## config.mk

```make
export PLATFORM = sky130hd
export DESIGN_NAME = wb_port_arbiter
export DESIGN_NICKNAME = d
export VERILOG_FILES = /design/src/rtl/wb_arb_pkg.sv /design/src/rtl/wb_req_fifo.sv /design/src/rtl/wb_port_arbiter.sv
export SDC_FILE = /design/constraint.sdc
export NUM_CORES = 1
export LEC_CHECK = 0
export ABC_AREA = 1
export BUFFER_PORTS_ARGS = -buffer_cell sky130_fd_sc_hd__buf_2
export CELL_PAD_IN_SITES_DETAIL_PLACEMENT = 1
export CELL_PAD_IN_SITES_GLOBAL_PLACEMENT = 1
export CORE_MARGIN = 2
export CORE_UTILIZATION = 43
export DETAILED_ROUTE_END_ITERATION = 8
export PLACE_DENSITY = 0.87
export SLEW_MARGIN = 25
export SYNTH_ARGS = -nofsm -noshare
export SYNTH_HDL_FRONTEND = slang
export SYNTH_SLANG_ARGS = --single-unit
```

## constraint.sdc

```tcl
create_clock -name clk -period 4 [get_ports clk]
set_clock_uncertainty 0.2 [all_clocks]
set_input_delay 0.2 -clock clk [delete_from_list [all_inputs] [get_ports clk]]
set_output_delay 0.2 -clock clk [all_outputs]
set_load 0.02 [all_outputs]
```

## src/rtl/wb_arb_pkg.sv

```systemverilog
`default_nettype none
// ============================================================================
//  Module      : wb_arb_pkg
//  Description : Shared types for the writeback port arbiter. These are the
//                FSM state enum, the register/data widths and the packed
//                side-request FIFO entry.
//  Revision    : 1.0 - initial release
// ============================================================================
package wb_arb_pkg;

    localparam int REG_IDX_W = 5;
    localparam int DATA_W    = 32;

    typedef enum logic [1:0] {
        NORMAL = 2'd0,
        STALL  = 2'd1,
        GRANT  = 2'd2
    } arb_state_e;

    typedef struct packed {
        logic [REG_IDX_W-1:0] sel;
        logic [DATA_W-1:0]    data;
    } req_entry_t;

    function automatic logic [15:0] sat_inc16(input logic [15:0] value);
        return (value == 16'hFFFF) ? value : value + 16'd1;
    endfunction

endpackage
`default_nettype wire

```

## src/rtl/wb_req_fifo.sv

```systemverilog
`default_nettype none
// ============================================================================
//  Module      : wb_req_fifo
//  Description : In-order side-request FIFO with registered occupancy count
//                and an always-visible head entry.
//  Revision    : 1.0 - initial release
// ============================================================================
module wb_req_fifo
    import wb_arb_pkg::*;
#(
    parameter int DEPTH = 2
) (
    input  logic                       clk,
    input  logic                       rst,
    input  logic                       i_push,
    input  req_entry_t                 i_entry,
    input  logic                       i_pop,
    output logic [$clog2(DEPTH+1)-1:0] o_count,
    output req_entry_t                 o_head
);

    localparam int c_ptr_w = $clog2(DEPTH);

    req_entry_t           r_mem [DEPTH];
    logic [c_ptr_w-1:0]   r_wr_ptr;
    logic [c_ptr_w-1:0]   r_rd_ptr;
    logic [$clog2(DEPTH+1)-1:0] r_count;

    // Storage needs no reset: entries are only read once counted valid.
    always_ff @(posedge clk) begin
        if (i_push) begin
            r_mem[r_wr_ptr] <= i_entry;
        end
    end

    // DEPTH is a power of two, so the pointers wrap on their own.
    always_ff @(posedge clk) begin
        if (rst) begin
            r_wr_ptr <= '0;
            r_rd_ptr <= '0;
            r_count  <= '0;
        end else begin
            if (i_push) begin
                r_wr_ptr <= r_wr_ptr + 1'b1;
            end
            if (i_pop) begin
                r_rd_ptr <= r_rd_ptr + 1'b1;
            end
            if (i_push && !i_pop) begin
                r_count <= r_count + 1'b1;
            end else if (i_pop && !i_push) begin
                r_count <= r_count - 1'b1;
            end
        end
    end

    assign o_count = r_count;
    assign o_head  = r_mem[r_rd_ptr];

endmodule
`default_nettype wire

```

## src/rtl/wb_port_arbiter.sv

```systemverilog
`default_nettype none
// ============================================================================
//  Module      : wb_port_arbiter
//  Description : Shares the register-file write port between the MEM/WB stage
//                and a queued side-update channel. It forces a pipeline stall
//                when the side channel starves. Optional statistics counters
//                are enabled with the WB_ARB_STATS_EN define.
//  Revision    : 1.0 - initial release
// ============================================================================
module wb_port_arbiter
    import wb_arb_pkg::*;
#(
    parameter int DEPTH        = 2,
    parameter int STARVE_LIMIT = 4
) (
    input  logic                 clk,
    input  logic                 rst,
    input  logic                 wb_regWrite,
    input  logic [REG_IDX_W-1:0] wb_writeregsel,
    input  logic [DATA_W-1:0]    wb_data,
    input  logic                 in_req_valid,
    output logic                 in_req_ready,
    input  logic [REG_IDX_W-1:0] in_req_sel,
    input  logic [DATA_W-1:0]    in_req_data,
    output logic                 rf_we,
    output logic [REG_IDX_W-1:0] rf_waddr,
    output logic [DATA_W-1:0]    rf_wdata,
    output logic                 stall_req,
`ifdef WB_ARB_STATS_EN
    output logic                 err,
    output logic [15:0]          stat_side_grants,
    output logic [15:0]          stat_forced_stalls
`else
    output logic                 err
`endif
);

    localparam int c_cnt_w    = $clog2(DEPTH + 1);
    localparam int c_starve_w = $clog2(STARVE_LIMIT + 1);
    localparam logic [c_cnt_w-1:0]    c_depth       = c_cnt_w'(DEPTH);
    localparam logic [c_starve_w-1:0] c_starve_last = c_starve_w'(STARVE_LIMIT - 1);

    arb_state_e              r_state;
    logic [c_starve_w-1:0]   r_starve;

    logic [c_cnt_w-1:0]      w_count;
    req_entry_t              w_head;
    req_entry_t              w_push_entry;
    logic                    w_push;
    logic                    w_pop;
    logic                    w_fifo_empty;
    logic                    w_grant;
    logic                    w_side_grant;
    logic [REG_IDX_W-1:0]    w_sel;
    logic [DATA_W-1:0]       w_data;
    logic                    w_err_set;
    logic                    w_starve_inc;
    logic                    w_enter_stall;
    logic                    w_wr_en;

    assign w_fifo_empty = (w_count == '0);
    assign in_req_ready = (w_count < c_depth);
    assign w_push       = in_req_valid && in_req_ready;
    assign w_push_entry = '{sel: in_req_sel, data: in_req_data};
    assign stall_req    = (r_state != NORMAL);

    wb_req_fifo #(
        .DEPTH (DEPTH)
    ) u_fifo (
        .clk     (clk),
        .rst     (rst),
        .i_push  (w_push),
        .i_entry (w_push_entry),
        .i_pop   (w_pop),
        .o_count (w_count),
        .o_head  (w_head)
    );

    // Grant selection: the pipeline wins except in GRANT, where the head is forced out.
    always_comb begin
        w_pop        = 1'b0;
        w_grant      = 1'b0;
        w_side_grant = 1'b0;
        w_sel        = '0;
        w_data       = '0;
        w_err_set    = 1'b0;
        case (r_state)
            NORMAL, STALL: begin
                if (wb_regWrite) begin
                    w_grant = 1'b1;
                    w_sel   = wb_writeregsel;
                    w_data  = wb_data;
                end else if (!w_fifo_empty) begin
                    w_pop        = 1'b1;
                    w_grant      = 1'b1;
                    w_side_grant = 1'b1;
                    w_sel        = w_head.sel;
                    w_data       = w_head.data;
                end
            end
            GRANT: begin
                if (!w_fifo_empty) begin
                    w_pop        = 1'b1;
                    w_grant      = 1'b1;
                    w_side_grant = 1'b1;
                    w_sel        = w_head.sel;
                    w_data       = w_head.data;
                end else begin
                    w_err_set = 1'b1;
                end
                if (wb_regWrite) begin
                    w_err_set = 1'b1;
                end
            end
            default: begin
                w_err_set = 1'b0;
            end
        endcase
    end

    assign w_starve_inc  = (r_state == NORMAL) && !w_fifo_empty && wb_regWrite;
    assign w_enter_stall = w_starve_inc && (r_starve == c_starve_last);
    assign w_wr_en       = w_grant && (w_sel != '0);

    always_ff @(posedge clk) begin
        if (rst) begin
            r_state  <= NORMAL;
            r_starve <= '0;
            rf_we    <= 1'b0;
            rf_waddr <= '0;
            rf_wdata <= '0;
            err      <= 1'b0;
        end else begin
            rf_we    <= w_wr_en;
            rf_waddr <= w_wr_en ? w_sel  : '0;
            rf_wdata <= w_wr_en ? w_data : '0;
            if (w_err_set) begin
                err <= 1'b1;
            end
            case (r_state)
                NORMAL: begin
                    if (w_fifo_empty || w_side_grant) begin
                        r_starve <= '0;
                    end else if (w_starve_inc) begin
                        r_starve <= r_starve + 1'b1;
                    end
                    if (w_enter_stall) begin
                        r_state <= STALL;
                    end
                end
                STALL: begin
                    r_state <= GRANT;
                end
                GRANT: begin
                    r_state  <= NORMAL;
                    r_starve <= '0;
                end
                default: begin
                    r_state  <= NORMAL;
                    r_starve <= '0;
                end
            endcase
        end
    end

`ifdef WB_ARB_STATS_EN
    always_ff @(posedge clk) begin
        if (rst) begin
            stat_side_grants   <= '0;
            stat_forced_stalls <= '0;
        end else begin
            if (w_side_grant) begin
                stat_side_grants <= sat_inc16(stat_side_grants);
            end
            if (w_enter_stall) begin
                stat_forced_stalls <= sat_inc16(stat_forced_stalls);
            end
        end
    end
`else
    // Statistics counters are not built in this configuration.
`endif

endmodule
`default_nettype wire

```

# Word level (Yosys, flattened, before mapping)
# Memory sizes are Yosys's and may differ from the RTL's. A register that Yosys moved wholly into a read port is not among the register bits.
# Index checks and enable logic that the tools add are counted.
[word_totals]
inputBits = 78
memories = 1
ramBits = 74
word_cells = 67
regBits = 48
[classes]
mux = 25
n_eq_ne = 5
n_reduce_logical = 19
magnitude_cmp = 1
n_bitwise = 2
addsub = 5
[memory_table]
columns = ["name", "depth", "word_bits", "rd", "rd_clocked_by_memory_dff", "wr", "line_no", "source"]
rows = [
  ["u_fifo.r_mem", 2, 37, 1, 1, 1, "wb_req_fifo.sv:24", "req_entry_t r_mem [DEPTH];"],
]
[ops]
columns = ["cell", "count"]
rows = [
  ["$mux W32", 2],
  ["$pmux W32 S2", 1],
  ["$mux W1", 10],
  ["$mux W5", 2],
  ["$pmux W5 S2", 1],
  ["$logic_and A1 B1 Y1", 7],
  ["$mux W2", 3],
  ["$mux W3", 2],
  ["$pmux W3 S2", 1],
  ["$reduce_bool A5 Y1", 1],
  ["$logic_not A2 Y1", 2],
  ["$pmux W1 S2", 2],
  ["$pmux W2 S2", 1],
  ["$reduce_bool A2 Y1", 2],
  ["$reduce_or A2 Y1", 2],
  ["$add A3 B1 Y3 const B", 1],
  ["$eq A3 B2 Y1 const B", 1],
  ["$logic_not A1 Y1", 3],
  ["$ne A3 B2 Y1 const B", 1],
  ["$add A1 B1 Y1 const B", 2],
  ["$add A2 B1 Y2 const B", 1],
  ["$eq A2 B1 Y1 const B", 1],
  ["$eq A2 B2 Y1 const B", 1],
  ["$lt A2 B2 Y1 const B", 1],
  ["5 further kinds", 6],
]

# Depth between registers and ports, before layout
# Gate-level depths: netlist (run 1).
[logic_depth]
ltp_word = 8
mapped_depth = 10

# Hierarchy
# A second synthesis (run 1) with hierarchy kept.
[hier_totals]
hier_cells = 344
area_unflattened_um2 = 4733.3
[by_module_without_submodules]
columns = ["module", "area_per_inst_um2", "instances", "cells_per_inst"]
rows = [
  ["wb_req_fifo", 3041.7, 1, 146],
  ["wb_port_arbiter", 1691.6, 1, 198],
]

# Least setup slack after synthesis (run 1)
# Ideal clock, no wire load.
[synth_path]
path_kind = "flip-flop to flip-flop"
from = "reg u_fifo.r_count[1], in the netlist u_fifo.o_count[1]"
to = "mem u_fifo.r_mem[1][0] in the netlist's numbering (enable)"
required_time_ps = 3367
period_less_slack_ps = 2831
slack_ps = 1169
path_buffers = 0
arrival_time_ps = 2198
setup_ps = 433
path_stages_with_launch = 4
path_cell_list = "dfxtp_1 > inv_1 > nand2_1 > nor2_1"
[synth_via]
elab_chain_cells = 4
[synth_lines]
columns = ["element", "line_no", "source"]
rows = [
  ["start, declared", "wb_req_fifo.sv:27", "logic [$clog2(DEPTH+1)-1:0] r_count;"],
  ["start signal, assigned", "wb_req_fifo.sv:50", "r_count <= r_count + 1'b1;"],
  ["start signal, assigned", "wb_req_fifo.sv:52", "r_count <= r_count - 1'b1;"],
  ["$lt A2 B2 Y1", "wb_port_arbiter.sv:62", "assign in_req_ready = (w_count < c_depth);"],
  ["named net in_req_ready", "wb_port_arbiter.sv:22", "output logic in_req_ready,"],
  ["$logic_and A1 B1 Y1", "wb_port_arbiter.sv:63", "assign w_push = in_req_valid && in_req_ready;"],
  ["$mux W1", "wb_req_fifo.sv:31", "if (i_push) begin"],
  ["$mux W1 (implied by the code)", "wb_req_fifo.sv:32", "r_mem[r_wr_ptr] <= i_entry;"],
  ["end, declared", "wb_req_fifo.sv:24", ""],
]
# The timed path passes the listed nets, and every way through them passes these cells.

==> flow_summary_export.csv, run 1 <==
group,metric,value,unit
power,total_power,0.004050,W
final_layout,stdcell_count,746,
clock_network,cts.path.max_buffers,2,
power,clkPwrFrac,36.2,%
power,ir_worst_vdd,0.0003252,V
run,cap_violations,0,
routing,via_count,3835,
worst_setup_path,crit_end,"rf_we",
placed_design,place_hpwl,7167,microns
timing,maxSlewViolCount,0,
routing,wl,15170,microns
floorplanning,rows,37,
timing,tightest_slew,0.9150,ns
clock_network,post_cts_buffers,0,
worst_setup_path,critPathArrivalTime,3.09,ns
timing,final-setup-viol-count,0,
floorplanning,initial_core_util,43.75,%
clock_network,cts_tree,"yes",
placed_design,gp_congestion,0.7536,
routing,wire_per_inst,20.34,microns
hold_path,hp-class,"input pin to register",
power,p_comb_share,22.8,%
worst_setup_path,critical_path_class,"register to register",
routing,routed-wl-met3,663,microns
worst_setup_path,r2r_slack,1.07,ns
logic_synthesis,yosysWarnings,0,
global_route,grt_pass1_vias,4307,
power,powerDensity,620.6,nW/um^2
final_layout,final_nets,678,
logic_synthesis,async_flop_share,0,%
power,seq_power_share,41.0,%
worst_setup_path,worstSetupStartpointType,"register",
timing,relSlewSlack,38.86,%
timing,clock.fmax,0.3412,GHz
worst_setup_path,crit_path_end_kind,"register",
final_layout,final-seq-area,3203,sq um
global_route,track_usage,28.10,%
clock_network,cts_max_level,4,
final_layout,drive_gt1_share,28.03,%
routing,first_pass_iters,5,
logic_synthesis,avgSynthCellArea,11.25,sq um
timing,layout_min_cycle_time,2.931,ns
placed_design,placed_cells,636,
routing,via_per_inst,5.141,
logic_synthesis,syn_inst,396,
routing,wl_met2,8309,microns
power,switching_share,32.49,%
worst_setup_path,worstRegToRegCells,9,
floorplanning,die_area,11190,sq um
floorplanning,die_x,105.8,microns
final_layout,multi_input_area,1102,sq um
logic_synthesis,ys.flop_type,"edfxtp_1",
run_status,status,"finished clean",
global_route,grt_pass1_wl,23340,microns
power,p_int,0.002734,W
floorplanning,die_h,105.8,microns
routing,drt_iter0_drc,177,
timing,rsz0062_at_grt,"no",
clock_network,numCtsBuffers,17,
routing,top_layer_used,"met4",
routing,wl_met1,5691,microns
routing,drtAntennaViolNets,0,
global_route,grt_max_degree,38,
clock_network,clkTransAtPathRegs,0.06,ns
clock_network,insertion_delay,0.52,ns
clock_network,cts_resized,0,
floorplanning,core_area,10180,sq um
timing,tns,0,ns
worst_setup_path,cp_max_fo,37,
routing,drcViolationCount,0,
final_layout,nFillCells,1088,
placed_design,io_buffers,118,
timing,hold_violations,0,
logic_synthesis,syn_area,4456,sq um
clock_network,root_buffer,"clkbuf_8",
power,power.leakage,2.776,nW
logic_synthesis,synth_edf_count,74,
global_route,grt_overflow,0,
global_route,antenna_found_initial,0,
logic_synthesis,synth-seq-cells,123,
worst_setup_path,critPathRequiredTime,4.16,ns
worst_setup_path,r2r_end,"rf_we",
final_layout,areaGrowthSynthToFinish,46.45,%
logic_synthesis,synth_cell_type_count,24,
clock_network,numClockSinks,123,
power,p_switching,0.001316,W
final_layout,diodes,0,
logic_synthesis,syn_nets,477,
floorplanning,ioPinCount,119,
timing,finalCritPeriodShare,73.26,%
logic_synthesis,yosysSeqAreaShare,71.89,%
synth_stat cells (all sizes together) (3+ instances only):
cell type	n	share of area, %
a21oi	71	8.0
nand3	6	0.79
edfxtp	74	50
ha	3	0.84
inv	21	1.8
nor2	51	4.9
clkbuf	6	0.51
dfxtp	49	22
nand2	96	8.5
buf	10	1.5
o21ai	4	0.45
layout by cell type, fill, tap and decap left out, types with 4 or more instances in the layout:
master	Yosys	final
a21oi_1	71	71
nor2_1	40	38
edfxtp_1	74	74
nor2_2	11	10
dfxtp_1	49	49
nand3_1	5	5
inv_1	19	19
dlygate4sd3_1	0	77
buf_2	4	118
o21ai_0	4	4
nand2_1	93	93
clkbuf_16	0	16
clkbuf_8	0	4
critical path: stages (launching register included):
cell and delay, ns:
dfxtp_1 0.76, inv_2 0.49, nand2_1 0.20, nand2_1 0.08
nand3_1 0.09, nand2_1 0.09, nor2_1 0.18, nand3_2 0.13
nand2_4 0.40, inv_1 0.14
power by group through the flow:
stage / Clock, W / Sequential (W) / Combinational (W)
6_report: 0.00147 / 0.00166 / 0.000924
5_1_grt: 0.00153 / 0.00167 / 0.00101
4_1_cts: 0.00144 / 0.00165 / 0.000862
3_5_place_dp: 0 / 0.00167 / 0.000787
3_3_place_gp: 0 / 0.00166 / 0.000732
2_1_floorplan: 0 / 0.00172 / 0.000467
worst min-delay path by stage:
stage                                endpoint       startpoint  cells past startpoint
after floorplan                   r_starve[0]              rst                      1
after global placement    u_fifo.r_mem[0][19]  in_req_data[19]                      1
after detailed placement  u_fifo.r_mem[1][27]  in_req_data[27]                      1
after CTS                     u_fifo.r_wr_ptr     in_req_valid                      5
after global routing          u_fifo.r_wr_ptr     in_req_valid                      5
final                         u_fifo.r_wr_ptr     in_req_valid                      5
layout make-up:
type	count	share of cell area [%]
flip-flops and latches	123	49.09
clock inverters	10	1.400
multi-input cells	236	16.89
clock buffers	22	7.095
well taps	136	2.608
repair buffers	198	21.71
inverters	21	1.208
metal layers:
layer | track usage [%] | vias up
met1 | 31.39 | 1889
met4 | 13.16 | 0
met5 | 0 | -
met2 | 51.80 | 167
met3 | 4.762 | 38
li1 | - | 1741
sequential cells by signal, summed over array words and instances, names as in the netlist, named ones only:
register	count
err	1
r_starve	3
r_state	2
rf_waddr	5
rf_wdata	32
rf_we	1
u_fifo.o_count	2
u_fifo.r_mem	74
u_fifo.r_rd_ptr	1
u_fifo.r_wr_ptr	1
cells by family after synthesis:
family | count (synthesis) | synth area share, %
AOI/OAI and AO/OA | 78 | 9.014
adders and majority gates | 3 | 0.8425
buffers and inverters | 37 | 3.819
DFF | 123 | 71.89
and+or+nand+nor | 155 | 14.43
through the flow:
step | util (%) | cell area (sq um) | hold slack, ns | setup slack (ns)
2_1_floorplan | - | 4456 | 0.06907 | 1.169
3_3_place_gp | 50.59 | 5152 | 0.1894 | 1.475
3_5_place_dp | 50.79 | 5172 | 0.1940 | 1.285
4_1_cts | 63.80 | 6497 | 0.06631 | 1.158
5_1_grt | 64.07 | 6525 | 0.1126 | 0.8697
6_report | 64.07 | 6525 | 0.06852 | 1.069
repair_timing:
action                                  4_1_cts  5_1_grt
hold buffers                                 77        0
endpoints found under the hold margin       120        0
endpoints found under the setup margin        0        0
No activity file was read; power rests on OpenSTA's default activity.
==> run 2: changes to the inputs <==
Settings changed: CORE_UTILIZATION 43 to 40, PLACE_DENSITY 0.87 to 0.82.
Clock period 4 ns to 2.75 ns, I/O delays scaled along.
==> run 2 against run 1 <==
Compared with the run above:
- hold slack improved by 0.075 ns
- routed wire length fell by 12%
- clock power grew 46%
- clock-buffer cell count is 4 higher
- sequential power increased by 44%
- register-to-register slack got worse by 0.78 ns
- maximum frequency grew 19%
- non-clock buffer count is 2 higher
- sequential cell count stayed put
- critical path depth unchanged
==> flow_summary_export.csv, run 2 (synthesis gave the netlist of run 1 again) <==
group,metric,value,unit
placed_design,dpl_cell_area,5214,sq um
clock_network,post_cts_buffers,0,
routing,via_count,3670,
worst_setup_path,critical_path_class,"register to register",
global_route,antenna_found_initial,1,
clock_network,numClockSinks,123,
power,switching_share,29.82,%
clock_network,root_buffer,"clkbuf_8",
floorplanning,initial_core_util,41.10,%
timing,layout_min_cycle_time,2.459,ns
routing,wire_per_inst,17.64,microns
final_layout,final_nets,680,
clock_network,clkTransAtPathRegs,0.06,ns
final_layout,post-route-util,60.55,%
floorplanning,rows,38,
hold_path,hp-start,"in_req_data[0]",
worst_setup_path,critPathRequiredTime,2.92,ns
clock_network,cts_tree,"yes",
worst_setup_path,critPathArrivalTime,2.63,ns
placed_design,dp_slack,0.4497,ns
timing,relSlewSlack,58.79,%
worst_setup_path,r2r_end,"rf_wdata[27]",
hold_path,hold_end,"u_fifo.r_mem[0][0]",
power,powerDensity,884.4,nW/um^2
power,clkPwrFrac,36.8,%
power,seq_power_share,41.2,%
floorplanning,ioPinCount,119,
timing,finalWorstSetupSlack,0.2907,ns
routing,drcViolationCount,0,
final_layout,largest_reg_flops,74,
floorplanning,die_area,12000,sq um
worst_setup_path,reg2reg_from,"r_state[1]",
routing,first_pass_iters,4,
power,p_int,0.004074,W
worst_setup_path,worstSetupStartpointType,"register",
global_route,grt_pass1_vias,4017,
floorplanning,die_x,109.5,microns
run,cap_violations,0,
final_layout,largest_registers,"u_fifo.r_mem (74), rf_wdata (32), rf_waddr (5)",
timing,tns,0,ns
timing,finalCritPeriodShare,89.43,%
final_layout,drive_gt1_share,28.27,%
global_route,grt_pass1_wl,20580,microns
routing,drtAntennaViolNets,0,
placed_design,io_buffers,118,
final_layout,stdcell_area,6564,sq um
power,ir_worst_vdd,0.0004423,V
clock_network,cts.path.max_buffers,2,
timing,hold_violations,0,
power,power.leakage,2.800,nW
floorplanning,die_h,109.5,microns
timing,maxSlewViolCount,0,
final_layout,layout_commonest_cell,"buf_2",
power,p_comb_share,22.0,%
timing,tightest_slew,0.6167,ns
worst_setup_path,cp_max_fo,37,
placed_design,place_hpwl,7280,microns
hold_path,min_path_cells,2,
timing,rsz0062_at_grt,"no",
power,p_switching,0.001731,W
global_route,grt_max_degree,38,
clock_network,cts_max_level,4,
final_layout,top_register,"u_fifo.r_mem",
timing,hold_ws,0.1435,ns
timing,clock.fmax,0.4066,GHz
floorplanning,core_area,10840,sq um
worst_setup_path,worstRegToRegCells,9,
global_route,grt_overflow,0,
routing,drt_iter0_drc,141,
routing,via_per_inst,4.874,
routing,wl,13280,microns
placed_design,gp_congestion,0.7359,
worst_setup_path,r2r_slack,0.29,ns
final_layout,areaGrowthSynthToFinish,47.32,%
clock_network,numCtsBuffers,17,
clock_network,insertion_delay,0.51,ns
hold_path,hp-class,"input pin to register",
timing,final-setup-viol-count,0,
global_route,track_usage,23.61,%
run_status,status,"finished clean",
worst_setup_path,crit_path_end_kind,"register",
final_layout,final_cell_mix,"buf_2 (118), nand2_1 (93), dlygate4sd3_1 (77), edfxtp_1 (74), a21oi_1 (71)",
[run 2: critical path: stages (launching register included)]
cell      delay (ns)
dfxtp_1         0.48
inv_1           0.09
nand2_1         0.10
nand2_2         0.12
nand2_4         0.38
inv_2           0.11
a21boi_2        0.18
nand3_2         0.11
nand2_4         0.40
nor2_1          0.14
[run 2: final cells by class]
type	instances	area, sq um
diodes	1	2.502
multi-input cells	236	1102
flip-flops and latches	123	3204
clock inverters	6	57.56
fillers	1161	4277
inverters	21	78.83
clock buffers	26	519.2
repair buffers	200	1424
well taps	140	175.2
[run 2: per-stage QoR]
| step | total power (W) | std cells |
|---|---|---|
| after floorplan | 0.003180 | 396 |
| after global placement | 0.003519 | 643 |
| after detailed placement | 0.003592 | 643 |
| after CTS | 0.005821 | 752 |
| after global routing | 0.006094 | 753 |
| final | 0.005805 | 753 |
[run 2: worst max-delay path by stage]
stage | start | to | depth (start not counted)
floorplan | u_fifo.o_count[1] | u_fifo.r_mem[1][0] | 3
global placement | r_state[1] | rf_wdata[18] | 9
detailed placement | r_state[1] | rf_waddr[4] | 9
CTS | r_state[1] | rf_wdata[5] | 9
global route | r_state[1] | rf_wdata[27] | 9
finish | r_state[1] | rf_wdata[27] | 9
[run 2: repair_timing]
| item | CTS | global route |
|---|---|---|
| hold buffers | 77 | 0 |
| resized for setup | 0 | 0 |
| hold endpoints to repair | 122 | 0 |
| setup endpoints to repair | 0 | 0 |
[run 2: power by group through the flow]
stage               Combinational, W  Sequential, W  Clock, W
floorplan                   0.000683        0.00250         0
global placement             0.00111        0.00241         0
detailed placement           0.00117        0.00243         0
CTS                          0.00127        0.00239   0.00216
global route                 0.00142        0.00242   0.00226
finish                       0.00128        0.00239   0.00214
[run 2: metal layers]
layer	GRT usage (%)	vias up	share of wire, %
met5	0	-	0
met1	25.44	1788	38
li1	-	1748	-
met4	10.13	0	2.1
met3	6.343	21	3.6
met2	43.25	113	56
